===== src/rtl/ps2_keypad_if.sv =====
// PS/2 keypad bundle: raw PS/2 pins in, Chip-8 key state and strobes out.
// master = keypad decoder, slave = PS/2 source / chip8 consumer.
interface ps2_keypad_if;
  logic        ps2_clk;
  logic        ps2_data;
  logic [15:0] keys;
  logic        key_down;
  logic [3:0]  key_code;
  logic        frame_err;

  modport master (input ps2_clk, ps2_data, output keys, key_down, key_code, frame_err);
  modport slave  (output ps2_clk, ps2_data, input keys, key_down, key_code, frame_err);
endinterface


===== src/rtl/ps2_keypad.sv =====
// PS/2 set-2 receiver and decoder driving the Chip-8 hex keypad state.
// Optional KEYPAD_ARROWS_EN: E0-prefixed arrow keys also drive keys 2/8/4/6.
module ps2_keypad #(
  parameter int unsigned CLK_HZ  = 25000000,
  parameter int unsigned TIMEOUT = CLK_HZ / 5000
) (
  input  logic          clk,
  input  logic          res,
  ps2_keypad_if.master  bus
);

  localparam int unsigned TW = $clog2(TIMEOUT + 1);

  typedef enum logic [1:0] {S_IDLE, S_DATA, S_PARITY, S_STOP} state_e;

  logic          clk_s1_q, clk_s2_q, clk_prev_q, dat_s1_q, dat_s2_q;
  state_e        state_q, state_d;
  logic [3:0]    bit_cnt_q, bit_cnt_d;
  logic [7:0]    shift_q, shift_d;
  logic          par_q, par_d;
  logic [TW-1:0] to_q, to_d;
  logic          byte_valid_q, byte_valid_d;
  logic [7:0]    byte_q, byte_d;
  logic          frame_err_q, frame_err_d;
  logic          brk_q, brk_d, ext_q, ext_d;
  logic [15:0]   letter_q, letter_d, keys_q, keys_d;
  logic          key_down_q, key_down_d;
  logic [3:0]    key_code_q, key_code_d;
  logic          fall;
`ifdef KEYPAD_ARROWS_EN
  logic [15:0]   arrow_q, arrow_d;
`endif

  assign fall = clk_prev_q & ~clk_s2_q;

  function automatic logic [4:0] map_letter(input logic [7:0] c);
    case (c)
      8'h16: return {1'b1, 4'h1};
      8'h1E: return {1'b1, 4'h2};
      8'h26: return {1'b1, 4'h3};
      8'h25: return {1'b1, 4'hC};
      8'h15: return {1'b1, 4'h4};
      8'h1D: return {1'b1, 4'h5};
      8'h24: return {1'b1, 4'h6};
      8'h2D: return {1'b1, 4'hD};
      8'h1C: return {1'b1, 4'h7};
      8'h1B: return {1'b1, 4'h8};
      8'h23: return {1'b1, 4'h9};
      8'h2B: return {1'b1, 4'hE};
      8'h1A: return {1'b1, 4'hA};
      8'h22: return {1'b1, 4'h0};
      8'h21: return {1'b1, 4'hB};
      8'h2A: return {1'b1, 4'hF};
      default: return 5'd0;
    endcase
  endfunction

`ifdef KEYPAD_ARROWS_EN
  function automatic logic [4:0] map_arrow(input logic [7:0] c);
    case (c)
      8'h75: return {1'b1, 4'h2};
      8'h72: return {1'b1, 4'h8};
      8'h6B: return {1'b1, 4'h4};
      8'h74: return {1'b1, 4'h6};
      default: return 5'd0;
    endcase
  endfunction
`endif

  // Frame receiver: start, 8 data LSB first, odd parity, stop; idle timeout aborts.
  always_comb begin
    state_d      = state_q;
    bit_cnt_d    = bit_cnt_q;
    shift_d      = shift_q;
    par_d        = par_q;
    to_d         = to_q;
    byte_valid_d = 1'b0;
    byte_d       = byte_q;
    frame_err_d  = 1'b0;
    if (state_q != S_IDLE) to_d = fall ? '0 : to_q + TW'(1);
    case (state_q)
      S_IDLE: begin
        to_d = '0;
        if (fall && !dat_s2_q) begin
          state_d   = S_DATA;
          bit_cnt_d = 4'd1;
        end
      end
      S_DATA: if (fall) begin
        shift_d   = {dat_s2_q, shift_q[7:1]};
        bit_cnt_d = bit_cnt_q + 4'd1;
        if (bit_cnt_q == 4'd8) state_d = S_PARITY;
      end
      S_PARITY: if (fall) begin
        par_d     = dat_s2_q;
        bit_cnt_d = 4'd10;
        state_d   = S_STOP;
      end
      S_STOP: if (fall) begin
        state_d   = S_IDLE;
        bit_cnt_d = 4'd0;
        if ((^{shift_q, par_q}) && dat_s2_q) begin
          byte_valid_d = 1'b1;
          byte_d       = shift_q;
        end else begin
          frame_err_d = 1'b1;
        end
      end
      default: state_d = S_IDLE;
    endcase
    if (state_q != S_IDLE && !fall && to_q == TW'(TIMEOUT - 1)) begin
      state_d     = S_IDLE;
      bit_cnt_d   = 4'd0;
      to_d        = '0;
      frame_err_d = 1'b1;
    end
  end

  // Decoder: prefix flags, make/break tracking, key-press strobe.
  always_comb begin
    logic [4:0] lk;
    lk         = 5'd0;
    brk_d      = brk_q;
    ext_d      = ext_q;
    letter_d   = letter_q;
    key_down_d = 1'b0;
    key_code_d = key_code_q;
`ifdef KEYPAD_ARROWS_EN
    arrow_d    = arrow_q;
`endif
    if (byte_valid_q) begin
      if (byte_q == 8'hF0) begin
        brk_d = 1'b1;
      end else if (byte_q == 8'hE0) begin
        ext_d = 1'b1;
      end else begin
        brk_d = 1'b0;
        ext_d = 1'b0;
        if (!ext_q) begin
          lk = map_letter(byte_q);
          if (lk[4]) letter_d[lk[3:0]] = ~brk_q;
        end
`ifdef KEYPAD_ARROWS_EN
        else begin
          lk = map_arrow(byte_q);
          if (lk[4]) arrow_d[lk[3:0]] = ~brk_q;
        end
`endif
        if (lk[4] && !brk_q) begin
          key_down_d = 1'b1;
          key_code_d = lk[3:0];
        end
      end
    end
`ifdef KEYPAD_ARROWS_EN
    keys_d = letter_d | arrow_d;
`else
    keys_d = letter_d;
`endif
  end

  always_ff @(posedge clk) begin
    if (res) begin
      clk_s1_q     <= 1'b1;
      clk_s2_q     <= 1'b1;
      clk_prev_q   <= 1'b1;
      dat_s1_q     <= 1'b1;
      dat_s2_q     <= 1'b1;
      state_q      <= S_IDLE;
      bit_cnt_q    <= 4'd0;
      shift_q      <= 8'd0;
      par_q        <= 1'b0;
      to_q         <= '0;
      byte_valid_q <= 1'b0;
      byte_q       <= 8'd0;
      frame_err_q  <= 1'b0;
      brk_q        <= 1'b0;
      ext_q        <= 1'b0;
      letter_q     <= 16'd0;
      keys_q       <= 16'd0;
      key_down_q   <= 1'b0;
      key_code_q   <= 4'd0;
`ifdef KEYPAD_ARROWS_EN
      arrow_q      <= 16'd0;
`endif
    end else begin
      clk_s1_q     <= bus.ps2_clk;
      clk_s2_q     <= clk_s1_q;
      clk_prev_q   <= clk_s2_q;
      dat_s1_q     <= bus.ps2_data;
      dat_s2_q     <= dat_s1_q;
      state_q      <= state_d;
      bit_cnt_q    <= bit_cnt_d;
      shift_q      <= shift_d;
      par_q        <= par_d;
      to_q         <= to_d;
      byte_valid_q <= byte_valid_d;
      byte_q       <= byte_d;
      frame_err_q  <= frame_err_d;
      brk_q        <= brk_d;
      ext_q        <= ext_d;
      letter_q     <= letter_d;
      keys_q       <= keys_d;
      key_down_q   <= key_down_d;
      key_code_q   <= key_code_d;
`ifdef KEYPAD_ARROWS_EN
      arrow_q      <= arrow_d;
`endif
    end
  end

  assign bus.keys      = keys_q;
  assign bus.key_down  = key_down_q;
  assign bus.key_code  = key_code_q;
  assign bus.frame_err = frame_err_q;

endmodule

===== src/flat_wrapper.sv =====
// flat-port wrapper written by rule: the top's interface ports become plain ports
module ps2_keypad_flat 
#(
  parameter int unsigned CLK_HZ  = 25000000,
  parameter int unsigned TIMEOUT = CLK_HZ / 5000
)
  (clk, res, bus_ps2_clk, bus_ps2_data, bus_keys, bus_key_down, bus_key_code, bus_frame_err);
  ps2_keypad_if bus_i ();
  input  logic clk;
  input  logic res;
  input wire logic [$bits(bus_i.ps2_clk)-1:0] bus_ps2_clk;
  input wire logic [$bits(bus_i.ps2_data)-1:0] bus_ps2_data;
  output wire logic [$bits(bus_i.keys)-1:0] bus_keys;
  output wire logic [$bits(bus_i.key_down)-1:0] bus_key_down;
  output wire logic [$bits(bus_i.key_code)-1:0] bus_key_code;
  output wire logic [$bits(bus_i.frame_err)-1:0] bus_frame_err;
  assign bus_i.ps2_clk = bus_ps2_clk;
  assign bus_i.ps2_data = bus_ps2_data;
  assign bus_keys = bus_i.keys;
  assign bus_key_down = bus_i.key_down;
  assign bus_key_code = bus_i.key_code;
  assign bus_frame_err = bus_i.frame_err;
  ps2_keypad #(.CLK_HZ(CLK_HZ), .TIMEOUT(TIMEOUT)) u_core (.clk(clk), .res(res), .bus(bus_i));
endmodule

===== config.mk =====
export PLATFORM = sky130hd
export DESIGN_NAME = ps2_keypad_flat
export DESIGN_NICKNAME = d
export VERILOG_FILES = /design/src/rtl/ps2_keypad_if.sv /design/src/rtl/ps2_keypad.sv /design/src/flat_wrapper.sv
export SDC_FILE = /design/constraint.sdc
export NUM_CORES = 1
export LEC_CHECK = 0
export BUFFER_PORTS_ARGS = -buffer_cell sky130_fd_sc_hd__buf_2
export CAP_MARGIN = 10
export CORE_MARGIN = 5
export CORE_UTILIZATION = 25
export CTS_CLUSTER_SIZE = 30
export DETAILED_ROUTE_END_ITERATION = 7
export SLEW_MARGIN = 10
export SYNTH_ARGS = -nofsm -noshare
export SYNTH_HDL_FRONTEND = slang
export SYNTH_SLANG_ARGS = --single-unit

===== constraint.sdc =====
create_clock -name clk -period 5 [get_ports clk]
set_input_delay 1 -clock clk [delete_from_list [all_inputs] [get_ports clk]]
set_output_delay 1 -clock clk [all_outputs]
set_load 0.01 [all_outputs]

---- Yosys cells after proc, flatten, opt, wreduce, memory -nomap -nowiden ----
Memory sizes are Yosys's and may differ from the RTL's. A register that Yosys moved wholly into a read port is not among the register bits.
Index checks and enable logic that the tools add are counted.
storage, ports and cells
  register bits after elaboration ......... 66
  ROM bits ................................ 320
  word-level logic and storage cells ...... 106
  memories ................................ 1
cells by class
  add/subtract/negate cells ............... 2
  muxes and demuxes ....................... 35
  reductions and logical operators ........ 26
  equal/unequal tests ..................... 13
  order comparisons ....................... 2
  bitwise operators ....................... 9
memory list
  name             depth  bits a word  read ports  clocked after memory_dff  wr ports  RTL line          text
  (no name shown)  64     5            1           1                         0         ps2_keypad.sv:37  case (c)
operators with widths
  cell                                                                   count
  5-bit 2-to-1 mux                                                       9
  16-bit bitwise mux                                                     1
  8-bit == test (second input constant)                                  2
  4-bit 2-to-1 mux                                                       4
  4-bit case mux with 4 select lines                                     1
  13-bit by 1-bit adder with 13-bit output (second input constant)       1
  13-bit == test (second input constant)                                 1
  13-bit 2-to-1 mux                                                      1
  6-bit 2-to-1 mux                                                       2
  2-bit by 1-bit != test with 1-bit output (second input constant)       6
  1-bit 2-to-1 mux                                                       10
  2-bit 2-to-1 mux                                                       5
  5-bit AND reduction                                                    2
  9-bit parity                                                           1
  1-bit NOT                                                              8
  2-bit case mux with 4 select lines                                     1
  2-bit AND reduction                                                    4
  4-bit AND reduction                                                    2
  1-bit logical AND                                                      6
  3-bit OR reduction                                                     2
  4-bit by 5-bit < comparator with 1-bit output (second input constant)  1
  4-bit by 1-bit adder with 4-bit output (second input constant)         1
  1-bit demux with 4-bit select                                          1
  2-bit == test (second input constant)                                  2
  other kinds (10)                                                       13

---- Longest topological paths before layout ----
Gate-level depths: netlist (run 1).
  depth in word-level cells ............... 12
  gate-level depth with buffers ........... 14
  mapped depth without buffers ............ 12

---- Worst setup path after synthesis (run 1) ----
OpenSTA, ideal clock, no wires.
  path kind ............................... register to register
  start point ............................. register u_core.shift_q[2]
  end point ............................... register (tool-made name)
  data required time ...................... 4,868 ps
  cell stages (with the launch flop) ...... 13
  path buffers ............................ 2
  data arrival time ....................... 2,794 ps
  setup slack ............................. 2,074 ps
  setup time .............................. 132 ps
  cells stage by stage .................... dfxtp_1 > xor2_1 > xnor3_2 > mux2i_4 > buf_4 > buf_4 > mux2i_1 > or2_1 > inv_1 > ha_1 > a311o_1 > a22oi_1 > o22ai_1
RTL lines
  item                    RTL line           text
  start, declared         ps2_keypad.sv:19   logic [7:0] shift_q, shift_d;
  start signal, assigned  ps2_keypad.sv:194  shift_q <= shift_d;

==> results of run 1 <==
==> where the power goes <==
| group | internal, mW | switching, mW | leakage [nW] |
|---|---|---|---|
| logic | 0.0521 | 0.0860 | 0.794 |
| registers | 0.588 | 0.0235 | 0.573 |
| clock network | 0.361 | 0.225 | 0.136 |
| total | 1.00 | 0.334 | 1.50 |
==> registers in the layout (all words and copies together) (netlist names), 2 cells and up, named ones only <==
| signal | flops |
|---|---|
| u_core.letter_q | 16 |
| u_core.to_q | 13 |
| u_core.byte_q | 8 |
| u_core.shift_q | 8 |
| u_core.bit_cnt_q | 4 |
| u_core.bus.key_code | 4 |
| u_core.state_q | 2 |
==> cell type report <==
class / instances / area share (%)
multi-input cells: 303 / 47.3
clock buffers: 13 / 6.52
clock inverters: 3 / 0.439
flip-flops and latches: 71 / 35.6
inverters: 12 / 1.13
repair buffers: 26 / 3.32
well taps: 180 / 5.64
==> worst paths after layout <==
| kind | from | end | slack (ns) | depth (start not counted) |
|---|---|---|---|---|
| setup / recovery | u_core.shift_q[2] | flop | 1.52 | 11 |
| hold / removal | u_core.dat_s1_q | u_core.dat_s2_q | 0.41 | 1 |
| setup reg to reg | u_core.shift_q[2] | flop | 1.52 | 11 |
| hold reg to reg | u_core.dat_s1_q | u_core.dat_s2_q | 0.41 | 1 |
==> metrics by stage <==
stage	hold slack, ns	instances	worst slack, ns
after floorplan	0.389	408	2.07
after detailed placement	0.400	592	1.53
after global routing	0.433	608	1.26
final	0.413	608	1.52
after global placement	0.398	592	1.63
after CTS	0.418	608	1.52
==> logic make-up after synthesis <==
logic type,after synthesis
AND/OR/NAND/NOR,177
AO/OA/AOI/OAI,75
flip-flops,71
buffers and inverters,34
multiplexers,22
XOR/XNOR,18
adder cells (fa/ha/maj),11
==> synth_stat cells (2+ instances only) <==
cell type | instances | area [µm²]
sky130_fd_sc_hd__a211oi_1 | 11 | 82.6
sky130_fd_sc_hd__a21o_1 | 2 | 15.0
sky130_fd_sc_hd__a21oi_1 | 24 | 120
sky130_fd_sc_hd__a31oi_1 | 6 | 37.5
sky130_fd_sc_hd__and3_1 | 3 | 18.8
sky130_fd_sc_hd__buf_2 | 3 | 15.0
sky130_fd_sc_hd__buf_4 | 2 | 15.0
sky130_fd_sc_hd__clkbuf_1 | 17 | 63.8
sky130_fd_sc_hd__dfxtp_1 | 71 | 1420
sky130_fd_sc_hd__ha_1 | 11 | 138
sky130_fd_sc_hd__inv_1 | 11 | 41.3
sky130_fd_sc_hd__mux2_2 | 2 | 22.5
sky130_fd_sc_hd__mux2i_1 | 19 | 190
sky130_fd_sc_hd__nand2_1 | 26 | 97.6
sky130_fd_sc_hd__nand2b_1 | 4 | 25.0
sky130_fd_sc_hd__nand3_1 | 15 | 75.1
sky130_fd_sc_hd__nand3b_1 | 5 | 37.5
sky130_fd_sc_hd__nand4_1 | 3 | 18.8
sky130_fd_sc_hd__nand4b_1 | 2 | 17.5
sky130_fd_sc_hd__nor2_1 | 74 | 278
sky130_fd_sc_hd__nor2b_1 | 6 | 37.5
sky130_fd_sc_hd__nor3_1 | 9 | 45.0
sky130_fd_sc_hd__nor3b_1 | 4 | 30.0
sky130_fd_sc_hd__o21a_1 | 2 | 15.0
sky130_fd_sc_hd__o21ai_0 | 13 | 65.1
sky130_fd_sc_hd__o21ai_1 | 4 | 20.0
sky130_fd_sc_hd__o22ai_1 | 2 | 12.5
sky130_fd_sc_hd__o32ai_1 | 2 | 17.5
sky130_fd_sc_hd__or2_1 | 2 | 12.5
sky130_fd_sc_hd__or2_2 | 6 | 37.5
sky130_fd_sc_hd__or3_1 | 11 | 68.8
sky130_fd_sc_hd__xnor2_1 | 12 | 105
sky130_fd_sc_hd__xor2_1 | 4 | 35.0
==> metal layers <==
layer / part of all wire, % / vias up / GRT usage (%) / wire [µm]
li1: - / 1443 / - / -
met1: 47 / 1275 / 12.4 / 3520
met2: 46 / 66 / 15.8 / 3510
met3: 5.1 / 13 / 2.26 / 387
met4: 1.6 / 2 / 4.73 / 123
met5: 0.093 / - / 0 / 7
==> run summary, run 1 <==
run status - completed
cell-by-cell trace of the critical path - xor2_1 -> xnor3_2 -> mux2i_4 -> buf_4 -> mux2i_1 -> nor2_1 -> inv_2 -> ha_1 -> a311o_1 -> a22oi_1 -> o22ai_1
final routed DRC violation total - 0
worst-skew pair later-pin latency - 0.33 ns
post-CTS clock slew at the launch and capture registers of the worst setup and hold paths - 0.05 ns
routed wirelength normalized by instance count - 12.4 µm
Worst Max-Slew Pin Slew - 0.962 ns
die height - 127 µm
maximum fanout along the worst path - 40
net count reported at finish - 438
grt ovf - 0
Critical Path Slowest Stage Cell - sky130_fd_sc_hd__dfxtp_1
primary flip-flop cell chosen by synthesis mapping - sky130_fd_sc_hd__dfxtp_1
post-route cell area - 3990 µm²
antenna violations before repair - 1
Cell Area, Placed - 3710 µm²
placeable core region - 13,700 µm²
Clock Sink Count - 71
Post-DRT Antenna Nets - 0
wire length reported by the detailed router - 7540 µm
leading cell type in the layout, fill and taps excluded - sky130_fd_sc_hd__nor2_1
ANT cells - 0
number of violations of the max-capacitance limit - 0
cell at the root of the clock tree - sky130_fd_sc_hd__clkbuf_16
worst vdd rail ir drop - 0.169 mV
synthesized net count - 423
GR Util All Layers - 9.80%
Avg Cell Area, Syn - 8.45 µm²
DP HPWL - 5220 µm
synthesized-area fraction occupied by adder cells - 3.99%
RSZ-0062 raised after global routing - false
final hold violation count - 0
area of all sequential standard cells - 1420 µm²
post-synthesis instance total - 408
CTS resizes - 0
Compound-Gate Fraction of Synth Area - 13.5%
post-synthesis to final-layout area growth - 15.7%
number of detailed-route iterations in the first pass - 4
final RePlAce weighted congestion - 0.885
total design power - 1.34 mW
number of DRC markers after the initial detailed-route iteration - 206
flop and latch count out of synthesis - 71
family with the most delay on the worst path - XOR/XNOR gates
vias per cell - 4.60
fraction of the core area covered by cells at the end of the flow - 29.1%
maximum number of pins on one net before global-route repair - 56
static leakage power - 1.50 nW
xor and xnor fraction of the mapped netlist area - 5.44%
max frequency - 287 MHz
main combinational cell family by area after synthesis - simple AND/OR/NAND/NOR gates
number of vias in the routed layout - 2,799
number of flops mapped to enable cells by yosys - 0
relative max-transition margin - 35.9%
post-cts hold buffer count - 0
simple logic cell fraction of the synthesized area - 25.0%
DIE WIDTH - 127 µm
kind of path behind the tightest hold check - reg -> reg
CP startpoint kind - flop
Final Cycle Share - 69.6%
clock tree from TritonCTS - yes
# rows - 43
number of CTS-inserted buffers - 9
Total Die Area - 16,200 µm²
Synth cell types - 53
sequential fraction of the synthesis area - 41.2%
proportion of register bits with asynchronous set or reset after synthesis - 0%
Max Root-Sink Buffers - 2
ratio of cells with drive above 1 in the final layout - 12.6%
most used cells in the layout excluding fill and tap cells - 74 x sky130_fd_sc_hd__nor2_1, 71 x sky130_fd_sc_hd__dfxtp_1, 26 x sky130_fd_sc_hd__nand2_1
PwrDens - 335 nW/µm²
Netlist Area Pre-Place - 3450 µm²
Data arrival, critical path - 3.68 ns
multiplexer area fraction after synthesis - 6.82%
nature of the critical path endpoint - flop
Boundary Pins - 26
wire length of the first global-routing pass - 13,000 µm
Slew Viols, Final - 0
total of buffers placed on input and output ports - 25
Critical path buffers and inverters - 2
total of warnings raised by yosys - 0
worst clock skew - 0.00490 ns
fillers - 1,446
initial core utilization - 25.1%
CTS H-Tree Depth - 3
delay of the slowest critical-path stage - 0.57 ns
number of setup violations in the final report - 0
accumulated negative setup slack - 0 ns
required time of the critical path - 5.19 ns
buffers inserted during post-CTS setup optimization - 0
number of global-route vias before repair - 2,726
footprint of the multi-input gates - 1890 µm²
Setup Crit Path Kind - reg -> reg
Tmin final - 3.48 ns
No activity file was read; power rests on OpenSTA's default activity.
==> inputs of run 2 (changes only) <==
Clock period 5 ns to 3.1 ns, I/O delays scaled along.
==> run summary, run 2 (synthesis results as in run 1) <==
run status - completed
delay of the slowest critical-path stage - 0.50 ns (-0.07 ns)
Boundary Pins - 26 (unchanged)
Cell Area, Placed - 3740 µm² (+0.81%)
required time of the critical path - 3.30 ns (-1.89 ns)
ratio of cells with drive above 1 in the final layout - 13.2% (+0.58 points)
maximum fanout along the worst path - 6 (-85%)
number of violations of the max-capacitance limit - 0 (unchanged)
ANT cells - 0 (unchanged)
busiest metal layer after global routing - met2
kind of path behind the tightest hold check - reg -> reg
worst-skew pair later-pin latency - 0.33 ns (about the same)
cell at the root of the clock tree - sky130_fd_sc_hd__clkbuf_16
Data arrival, critical path - 3.06 ns (-0.62 ns)
placeable core region - 13,700 µm² (unchanged)
Critical Path Slowest Stage Cell - sky130_fd_sc_hd__xnor3_2
number of setup violations in the final report - 0 (unchanged)
wire length reported by the detailed router - 7580 µm (+0.41%)
wire length of the first global-routing pass - 12,900 µm (-0.79%)
static leakage power - 1.53 nW (+1.6%)
CP startpoint kind - flop
die height - 127 µm (unchanged)
worst clock skew - 0.00767 ns (+0.00277 ns)
routed wirelength normalized by instance count - 12.4 µm (-0.25%)
# rows - 43 (unchanged)
Worst Max-Slew Pin Slew - 0.594 ns (-0.367 ns)
Setup Crit Path Kind - reg -> reg
Slew Viols, Final - 0 (unchanged)
RSZ-0062 raised after global routing - false
final routed DRC violation total - 0 (unchanged)
CTS H-Tree Depth - 3 (unchanged)
PwrDens - 548 nW/µm² (+64%)
met2 Resource Use GR - 15.4% (-0.34 points)
met1 GRT Util - 11.9% (-0.44 points)
pre-CTS setup slack - 0.258 ns (-1.27 ns)
number of flip-flops under the largest register name - 16 (unchanged)
antenna violations before repair - 1 (unchanged)
registers with the most flip-flops - u_core.letter_q: 16 flops, u_core.to_q: 13 flops
worst vdd rail ir drop - 0.299 mV (+77%)
total of buffers placed on input and output ports - 25 (unchanged)
fillers - 1,432 (-0.97%)
leading cell type in the layout, fill and taps excluded - sky130_fd_sc_hd__nor2_1
accumulated negative setup slack - 0 ns (unchanged)
vias per cell - 4.60 (about the same)
number of detailed-route iterations in the first pass - 5 (+1)
number of CTS-inserted buffers - 9 (unchanged)
post-synthesis to final-layout area growth - 17.0%
buffers inserted during post-CTS setup optimization - 0 (unchanged)
net count reported at finish - 442 (+0.91%)
Final WS setup - 0.232 ns (-1.29 ns)
post-CTS clock slew at the launch and capture registers of the worst setup and hold paths - 0.05 ns (about the same)
final RePlAce weighted congestion - 0.837 (-5.4%)
Final Cycle Share - 92.5% (+23 points)
number of vias in the routed layout - 2,817 (+0.64%)
Clock Sink Count - 71 (unchanged)
Post-DRT Antenna Nets - 0 (unchanged)
relative max-transition margin - 60.3% (+24 points)
post-route cell area - 4040 µm² (+1.1%)
clock tree from TritonCTS - yes
max frequency - 349 MHz (+21%)
grt ovf - 0 (unchanged)
DIE WIDTH - 127 µm (unchanged)
initial core utilization - 25.1% (unchanged)
Max Root-Sink Buffers - 2 (unchanged)
Total Die Area - 16,200 µm² (unchanged)
register containing the most flip-flops in the final layout - u_core.letter_q
met3 track demand over resource - 2.68% (+0.42 points)
post-cts hold buffer count - 0 (unchanged)
number of DRC markers after the initial detailed-route iteration - 236 (+15%)
most used cells in the layout excluding fill and tap cells - 74 x sky130_fd_sc_hd__nor2_1, 71 x sky130_fd_sc_hd__dfxtp_1, 26 x sky130_fd_sc_hd__nand2_1
nature of the critical path endpoint - flop
DP HPWL - 5350 µm (+2.5%)
GR Util All Layers - 9.67% (-0.13 points)
number of global-route vias before repair - 2,715 (-0.40%)
final hold violation count - 0 (unchanged)
cell-by-cell trace of the critical path - xor2_1 -> xnor3_2 -> mux2i_4 -> mux2i_1 -> nor2_1 -> inv_2 -> ha_1 -> a311o_1 -> a22oi_1 -> o22ai_1
maximum number of pins on one net before global-route repair - 44 (-21%)
Tmin final - 2.87 ns (-0.612 ns)
CTS resizes - 0 (unchanged)
run 2: through the flow:
step / total power, mW / utilization (%) / cells / hold WS, ns
floorplan: 1.18 / - / 408 / 0.389
global placement: 1.22 / 27.3 / 596 / 0.401
detailed placement: 1.23 / 27.3 / 596 / 0.405
CTS: 2.24 / 29.4 / 612 / 0.426
global route: 2.32 / 29.4 / 612 / 0.460
finish: 2.21 / 29.4 / 612 / 0.419
run 2: worst paths after layout:
check / cells after the start / to / startpoint / slack [ns]
setup / recovery: 10 / flop / u_core.shift_q[3] / 0.23
hold / removal: 1 / u_core.clk_s2_q / u_core.clk_s1_q / 0.42
setup reg to reg: 10 / flop / u_core.shift_q[3] / 0.23
hold reg to reg: 1 / u_core.clk_s2_q / u_core.clk_s1_q / 0.42
run 2: power breakdown:
group | internal [mW] | switching (mW)
clock | 0.644 | 0.364
sequential | 0.949 | 0.0362
combinational | 0.0842 | 0.134
run 2: critical path, delay by kind of cell, from the launching register on:
kind	cells	cell delay [ns]
AOI/OAI and AO/OA	3	0.66
xor gates and xnor gates	2	0.70
adders and majority gates	1	0.30
buffers and inverters	1	0.09
DFF	1	0.35
muxes	2	0.38
and+or+nand+nor	1	0.26
run 2: cell type report:
class                   instances  area [µm²]  area share (%)
repair buffers                 30         163            4.03
flip-flops and latches         71        1420            35.2
multi-input cells             303        1890            46.8
clock buffers                  13         250            6.20
well taps                     180         225            5.58
clock inverters                 3        42.5            1.05
inverters                      12        45.0            1.12
run 2: per-layer routing:
metal  share of wire [%]  vias to the layer above
li1                    -                     1458
met1                  46                     1285
met2                  47                       58
met3                 4.3                       14
met4                 2.2                        2
met5               0.092                        -
